[src/rtl/uart_rx.sv]
// UART receiver: oversampled mid-bit sampling, 8N1 framing,
// one-entry holding register with valid/ready, error pulses.
module uart_rx #(
  parameter int  DW         = 8,
  parameter real CLOCK      = 100e6,
  parameter real BAUD_RATE  = 115200,
  parameter int  OVERSAMPLE = 16,
  parameter int  TICK_DIV   = $rtoi(CLOCK / (BAUD_RATE * OVERSAMPLE)),
  parameter int  TW         = $clog2(TICK_DIV + 1)
) (
  input  logic          clk_i,
  input  logic          rst_i,
  input  logic          cs,
  input  logic          Rx,
  output logic [DW-1:0] data_o,
  output logic          valid_o,
  input  logic          ready_i,
  output logic          frame_err_o,
  output logic          overrun_o
);

  localparam int SW = $clog2(OVERSAMPLE);
  localparam int BW = (DW > 1) ? $clog2(DW) : 1;

  localparam logic [2:0] IDLE      = 3'd0;
  localparam logic [2:0] START     = 3'd1;
  localparam logic [2:0] DATA      = 3'd2;
  localparam logic [2:0] STOP      = 3'd3;
  localparam logic [2:0] WAIT_IDLE = 3'd4;

  logic          rx_m;
  logic          rx_s;
  logic [2:0]    state;
  logic [TW-1:0] tcnt;
  logic [SW-1:0] scnt;
  logic [BW-1:0] bcnt;
  logic [DW-1:0] shreg;
  logic          tick;
  logic          bit_end;
  logic          mid_start;
  logic          deliver;
  logic          stop_bad;

  assign tick      = (tcnt == TW'(TICK_DIV - 1));
  assign bit_end   = tick && (scnt == SW'(OVERSAMPLE - 1));
  assign mid_start = tick && (scnt == SW'(OVERSAMPLE / 2 - 1));
  assign deliver   = cs && (state == STOP) && bit_end && rx_s;
  assign stop_bad  = cs && (state == STOP) && bit_end && !rx_s;

  always_ff @(posedge clk_i) begin
    if (rst_i) begin
      rx_m <= 1'b1;
      rx_s <= 1'b1;
    end else begin
      rx_m <= Rx;
      rx_s <= rx_m;
    end
  end

  always_ff @(posedge clk_i) begin
    if (rst_i) begin
      state <= IDLE;
      tcnt  <= '0;
      scnt  <= '0;
      bcnt  <= '0;
      shreg <= '0;
    end else if (!cs) begin
      state <= IDLE;
      tcnt  <= '0;
      scnt  <= '0;
      bcnt  <= '0;
    end else begin
      tcnt <= tick ? '0 : tcnt + 1'b1;
      unique case (state)
        IDLE: begin
          // restart the divider so ticks line up with the edge
          if (!rx_s) begin
            state <= START;
            tcnt  <= '0;
            scnt  <= '0;
          end
        end
        START: begin
          if (mid_start) begin
            scnt  <= '0;
            bcnt  <= '0;
            state <= rx_s ? IDLE : DATA;
          end else if (tick) begin
            scnt <= scnt + 1'b1;
          end
        end
        DATA: begin
          if (bit_end) begin
            scnt        <= '0;
            shreg[bcnt] <= rx_s;
            bcnt        <= bcnt + 1'b1;
            if (bcnt == BW'(DW - 1)) state <= STOP;
          end else if (tick) begin
            scnt <= scnt + 1'b1;
          end
        end
        STOP: begin
          if (bit_end) begin
            scnt  <= '0;
            state <= rx_s ? IDLE : WAIT_IDLE;
          end else if (tick) begin
            scnt <= scnt + 1'b1;
          end
        end
        WAIT_IDLE: begin
          // hold off while the line sits in break
          if (rx_s) state <= IDLE;
        end
        default: state <= IDLE;
      endcase
    end
  end

  always_ff @(posedge clk_i) begin
    if (rst_i) begin
      data_o      <= '0;
      valid_o     <= 1'b0;
      frame_err_o <= 1'b0;
      overrun_o   <= 1'b0;
    end else begin
      frame_err_o <= stop_bad;
      overrun_o   <= deliver && valid_o && !ready_i;
      if (deliver && (!valid_o || ready_i)) begin
        data_o  <= shreg;
        valid_o <= 1'b1;
      end else if (valid_o && ready_i) begin
        valid_o <= 1'b0;
      end
    end
  end

endmodule
[config.mk]
export PLATFORM = sky130hd
export DESIGN_NAME = uart_rx
export DESIGN_NICKNAME = d
export VERILOG_FILES = /design/src/rtl/uart_rx.sv
export SDC_FILE = /design/constraint.sdc
export NUM_CORES = 1
export LEC_CHECK = 0
export ABC_CLOCK_PERIOD_IN_PS = 2150
export CORE_MARGIN = 2
export CORE_UTILIZATION = 55
export DETAILED_ROUTE_END_ITERATION = 7
export DONT_BUFFER_PORTS = 1
export PLACE_DENSITY_LB_ADDON = 0.08
export SYNTH_ARGS = -nofsm -noshare
export SYNTH_HDL_FRONTEND = slang
export SYNTH_SLANG_ARGS = --single-unit
[constraint.sdc]
create_clock -name clk_i -period 2.15 [get_ports clk_i]
set_input_delay 0.215 -clock clk_i [delete_from_list [all_inputs] [get_ports clk_i]]
set_output_delay 0.215 -clock clk_i [all_outputs]
set_load 0.02 [all_outputs]
# Word-level counts from Yosys, hierarchy flattened
# Index checks and enable logic that the tools add are counted.
# word_totals
regBits	37
elab_cells	81
# classes
n_bitwise	1
add_sub_neg	3
n_lt_le_gt_ge	2
n_mux	25
n_eq_ne	14
n_reduce_logical	25
# ops
cell	count
2-to-1 mux 3 bit	9
2-to-1 mux 6 bit	3
2-to-1 mux 4 bit	4
one-hot mux 3 bit (5 select lines)	1
!= test 2 bit, second input constant	6
one-hot mux 4 bit (3 select lines)	1
logical AND 1 bit	11
bitwise mux 8 bit	1
adder 6 x 1 -> 6 bit, second input constant	1
equality test 3 x 2 -> 1 bit, second input constant	2
equality test 3 bit, second input constant	2
equality test 6 bit, second input constant	1
one-hot mux 3 bit (2 select lines)	1
AND reduction 3 bit	2
AND reduction 6 bit	1
adder 4 x 1 -> 4 bit, second input constant	1
equality test 4 x 3 -> 1 bit, second input constant	1
equality test 4 bit, second input constant	1
less-than comparator 3 x 4 -> 1 bit, second input constant	1
nonzero test 2 bit	2
OR reduction 2 bit	2
adder 3 x 1 -> 3 bit, second input constant	1
demux 1 bit (select 3 bit)	1
equality test 3 x 1 -> 1 bit, second input constant	1
other kinds (9)	13

# Logic depth before layout (Yosys ltp)
# logic_depth
word_depth	6
mapped_depth	7
ltp_nobuf	6

# Least setup slack after synthesis
# No wires, ideal clock.
# synth_path
path_type	register -> register
startpoint	register scnt[0]
endpoint	register data_o[0]
n_path_buf	1
stages_incl_launch_ff	7
slack_ns	0.435
synth_period_minus_slack_ns	1.715
required_time_ns	2.018
arrival_ns	1.583
setup_time_ns	0.132
cell_sequence	dfxtp_1 ha_1 nand4b_4 or4_1 buf_2 o21ai_0 a21oi_1
# synth_between
elab_chain_cells	5
# synth_rtl
item	line_no	rtl
start, declared	35	logic [SW-1:0] scnt;
start signal, assigned	89	scnt <= scnt + 1'b1;
start signal, assigned	99	scnt <= scnt + 1'b1;
start signal, assigned	107	scnt <= scnt + 1'b1;
equality test 4 bit	45	assign bit_end = tick && (scnt == SW'(OVERSAMPLE - 1));
logical AND 1 bit	45	
logical AND 1 bit (2 in a row)	47	assign deliver = cs && (state == STOP) && bit_end && rx_s;
logical AND 1 bit	128	if (deliver && (!valid_o || ready_i)) begin
end signal, assigned	129	data_o <= shreg;
end, declared	15	output logic [DW-1:0] data_o,
# No other way between the ends.
# A chain may end at the register's enable or synchronous reset.

# Worst setup path after layout
# layout_path
startpoint	register scnt[0]
endpoint	register data_o[3]
# Same word-level chain as after synthesis.

==> results by stage <==
Synth:
- The number of enable flip-flop cells after synthesis is 0.
- Summed over all instances, the cell type with the most area after synthesis is sky130_fd_sc_hd__dfxtp_1.
- The cell area that synthesis handed to floorplanning was 1750 um^2.
- The mean cell area of the mapped netlist is 9.13 um^2.
- After synthesis the netlist holds a flip-flop and latch count of 37.
- The most used flip-flop cell after synthesis is sky130_fd_sc_hd__dfxtp_1.
- Yosys printed 0 warnings.
- Counting instances in the post-synthesis netlist gives the leading cell types as sky130_fd_sc_hd__dfxtp_1, sky130_fd_sc_hd__a21oi_1, sky130_fd_sc_hd__nand3_1, sky130_fd_sc_hd__o21ai_0, sky130_fd_sc_hd__nor2_1.
- Synthesis produced a netlist whose cell count is 192.
- In the post-synthesis netlist, the biggest area contributors are sky130_fd_sc_hd__dfxtp_1, sky130_fd_sc_hd__a21oi_1, sky130_fd_sc_hd__nand3_1.
- The number of nets in the synthesized netlist is 202.
- The share of the synthesized area in the top cell type is 0.423.
- After synthesis, the share of flip-flops with an asynchronous set or reset is 0.
- Yosys instantiated no cell more often than sky130_fd_sc_hd__dfxtp_1.
- The fraction of the yosys area taken by sequential cells is 0.423.
- The synthesized netlist contains 38 unique library cells.

Timing:
- For the final database, setup skew stands at 0.00430 ns.
- Setup repair after global routing left no endpoint under its margin.
- In this run the tightest slew margin relative to its limit is 0.554.
- After layout, the minimum clock period comes to 1.95 ns.
- The final number of hold-violating endpoints is 0.
- The post-route fraction of the period consumed by the critical path is 0.908.
- The final number of setup-violating endpoints is 0.
- The fmax is 512 MHz.
- The count of pins over their slew limit was 0.
- Summed over all failing endpoints, the final setup total negative slack is 0 ns.
- The slew at the pin closest to its max-slew limit is 0.667 ns.

Clock tree:
- TritonCTS built the clock tree.
- Clock-pin slew was measured on the worst setup and hold paths at 0.12 ns.
- The number of buffers between clock root and the deepest sink is 2.
- The number of setup buffers added after CTS is 0.
- The number of clock buffers added by TritonCTS is 5.
- The clock tree synthesis step divided the H-tree into 2 levels.
- For the worst-skew pair, the clock arrives at the later sink with an insertion delay of 0.34 ns.
- The library cell used as clock root buffer is sky130_fd_sc_hd__clkbuf_4.
- The clock sink total is 37.

Power and ir drop:
- The static leakage power is 0.668 nW.
- VDD sags by at most 0.000478 V.
- The power per cell area is 686 nW/um^2.
- The power after layout is 1.33 mW.

Drt:
- In the routed layout, each cell is associated on average with a via count of 5.89.
- The detailed router used layers up to and including met4.
- Summed over all nets, wire length on met3 after detailed routing comes to 221 um.
- The routed design has 3510 um of wire.
- The pre-antenna-repair detailed-routing pass consisted of 4 iterations.
- Detailed routing placed a total of 1650 um of wire on met2.
- The number of design rule violations left after detail routing is 0.
- The iteration-0 DRC count of the detailed router is 126.
- After detailed routing, the wire length on met1 is 1610 um.
- The final route contains 1,420 vias.
- The detailed-route wire length per cell is 14.6 um.
- The number of nets with antenna violations after detailed routing is 0.

Flow run:
- Across the run, the number of max-cap violations was 0.

Setup path:
- The arrival time of the worst setup path is 2.16 ns.
- The register-to-register path setup slack is 0.20 ns.
- The worst path required time is 2.36 ns.
- The critical path class is reg -> reg.
- The stage delay of the slowest cell on the critical path is 0.67 ns.
- The cell family contributing the most delay on the critical path is simple AND/OR/NAND/NOR gates.
- Walking the worst path, the cells encountered are ha_1 > nand4b_4 > or4_1 > o21ai_0 > a21oi_1.
- The slowest library cell on the worst path is sky130_fd_sc_hd__or4_1.
- The number of buffers and inverters on the critical path is 0.
- Along the worst path, the maximum fanout reaches 10.
- STA classifies the critical path startpoint as a register.
- The capturing element type of the critical path is a register.

Placement:
- The HPWL after detailed placement is 2500 um.
- In this run the tool buffered the top-level ports with 0 buffer cells.
- The final weighted congestion of routability-driven global placement is 0.888.

Cells and area:
- The post-layout net count is 206.
- For this run, the share of the core covered by cells in the final layout is 0.636.
- Compared with the post-synthesis result, the final layout area differs by 10.8%.
- The number of antenna diodes in the final layout is 0.
- In the final layout, the share of cells above drive strength 1 is 0.173.

Global route:
- The number of antenna violations at the first check in global routing is 0.
- The largest net degree at the start of global routing is 21.
- The global-route usage over all layers is 0.226.
- The global-route wire length before repair is 6130 um.
- Global routing finished with a remaining overflow of 0.
- The number of global-route vias before repair is 1,336.

Floorplan:
- The row count is 20.
- During I/O placement, the number of pins put on the boundary was 16.
- The die width is 60.5 um.
- The floorplan step set the die height to 60.5 um.
- The core outline area is 3050 um^2.
- The total die area is 3650 um^2.
- For this configuration, the core starts out at a cell density of 0.574.

Hold path:
- The path category of the worst min-delay check is in -> reg.

Run status:
- The flow ran to the end, and the final reports show no timing, DRC or antenna violations.
[area by class of cell]
cell class	count	area, um^2
repair buffers	9	72.6
fillers	278	1110
multi-input cells	141	961
flip-flops and latches	37	741
well taps	44	55.1
clock buffers	5	37.5
clock inverters	3	68.8
inverters	2	7.51
[layer usage]
layer | global-route usage | vias to the layer above
met5 | 0 | -
met4 | 0.0745 | 0
met3 | 0.0959 | 7
met2 | 0.332 | 28
met1 | 0.301 | 674
li1 | - | 711
[layout by cell type (no fill, tap or decap), types with 4 or more instances in the layout]
| master | n |
|---|---|
| sky130_fd_sc_hd__dfxtp_1 | 37 |
| sky130_fd_sc_hd__nand2_1 | 4 |
| sky130_fd_sc_hd__nand4_1 | 4 |
| sky130_fd_sc_hd__nor3_1 | 4 |
| sky130_fd_sc_hd__nand2b_1 | 5 |
| sky130_fd_sc_hd__o21ai_0 | 13 |
| sky130_fd_sc_hd__a21oi_1 | 23 |
| sky130_fd_sc_hd__buf_4 | 7 |
| sky130_fd_sc_hd__xnor2_1 | 6 |
| sky130_fd_sc_hd__a21bo_2 | 8 |
| sky130_fd_sc_hd__nor2_1 | 11 |
| sky130_fd_sc_hd__ha_1 | 5 |
| sky130_fd_sc_hd__nor3b_1 | 4 |
| sky130_fd_sc_hd__clkbuf_4 | 5 |
| sky130_fd_sc_hd__nand3_1 | 19 |
| sky130_fd_sc_hd__nor4_1 | 4 |
[power by group]
group	leakage (nW)	internal (mW)	switching (mW)	total, mW
Clock	0.0558	0.366	0.244	0.609
Combinational	0.314	0.0115	0.0184	0.0299
Sequential	0.299	0.689	0.00477	0.694
Total	0.668	1.07	0.267	1.33
[stage by stage]
| stage | area [um^2] | setup WS (ns) | instances | hold WS, ns |
|---|---|---|---|---|
| detailed placement | 1810 | 0.241 | 231 | 0.290 |
| global route | 1940 | 0.0463 | 241 | 0.196 |
| CTS | 1940 | 0.188 | 241 | 0.182 |
| global placement | 1810 | 0.322 | 231 | 0.289 |
| finish | 1940 | 0.197 | 241 | 0.201 |
| floorplan | 1750 | 0.435 | 192 | 0.319 |
[path summary, 6_finish.rpt]
kind,endpoint,depth (start not counted),startpoint
min,bcnt[2],2,cs
min reg2reg,rx_s,1,rx_m
max reg2reg,data_o[3],5,scnt[0]
max,data_o[3],5,scnt[0]
[state kept, by name, indices dropped and copies added (netlist names)]
name         flops
data_o           8
shreg            8
tcnt             6
scnt             4
bcnt             3
state            3
frame_err_o      1
overrun_o        1
rx_m             1
rx_s             1
valid_o          1
[logic make-up after synthesis]
group	after synthesis	share of synthesized area
XOR/XNOR	7	0.0350
multiplexers	1	0.00571
AO/OA/AOI/OAI	51	0.180
buffers and inverters	14	0.0328
adder cells (fa/ha/maj)	5	0.0357
AND/OR/NAND/NOR	77	0.288
flip-flops	37	0.423
[repair_timing]
action | CTS | global route
endpoints found under the hold margin | 20 | 0
hold buffers | 2 | 0
resized for setup | 0 | 1
endpoints found under the setup margin | 0 | 2
Note: power is estimated with default switching activity, not from simulation.
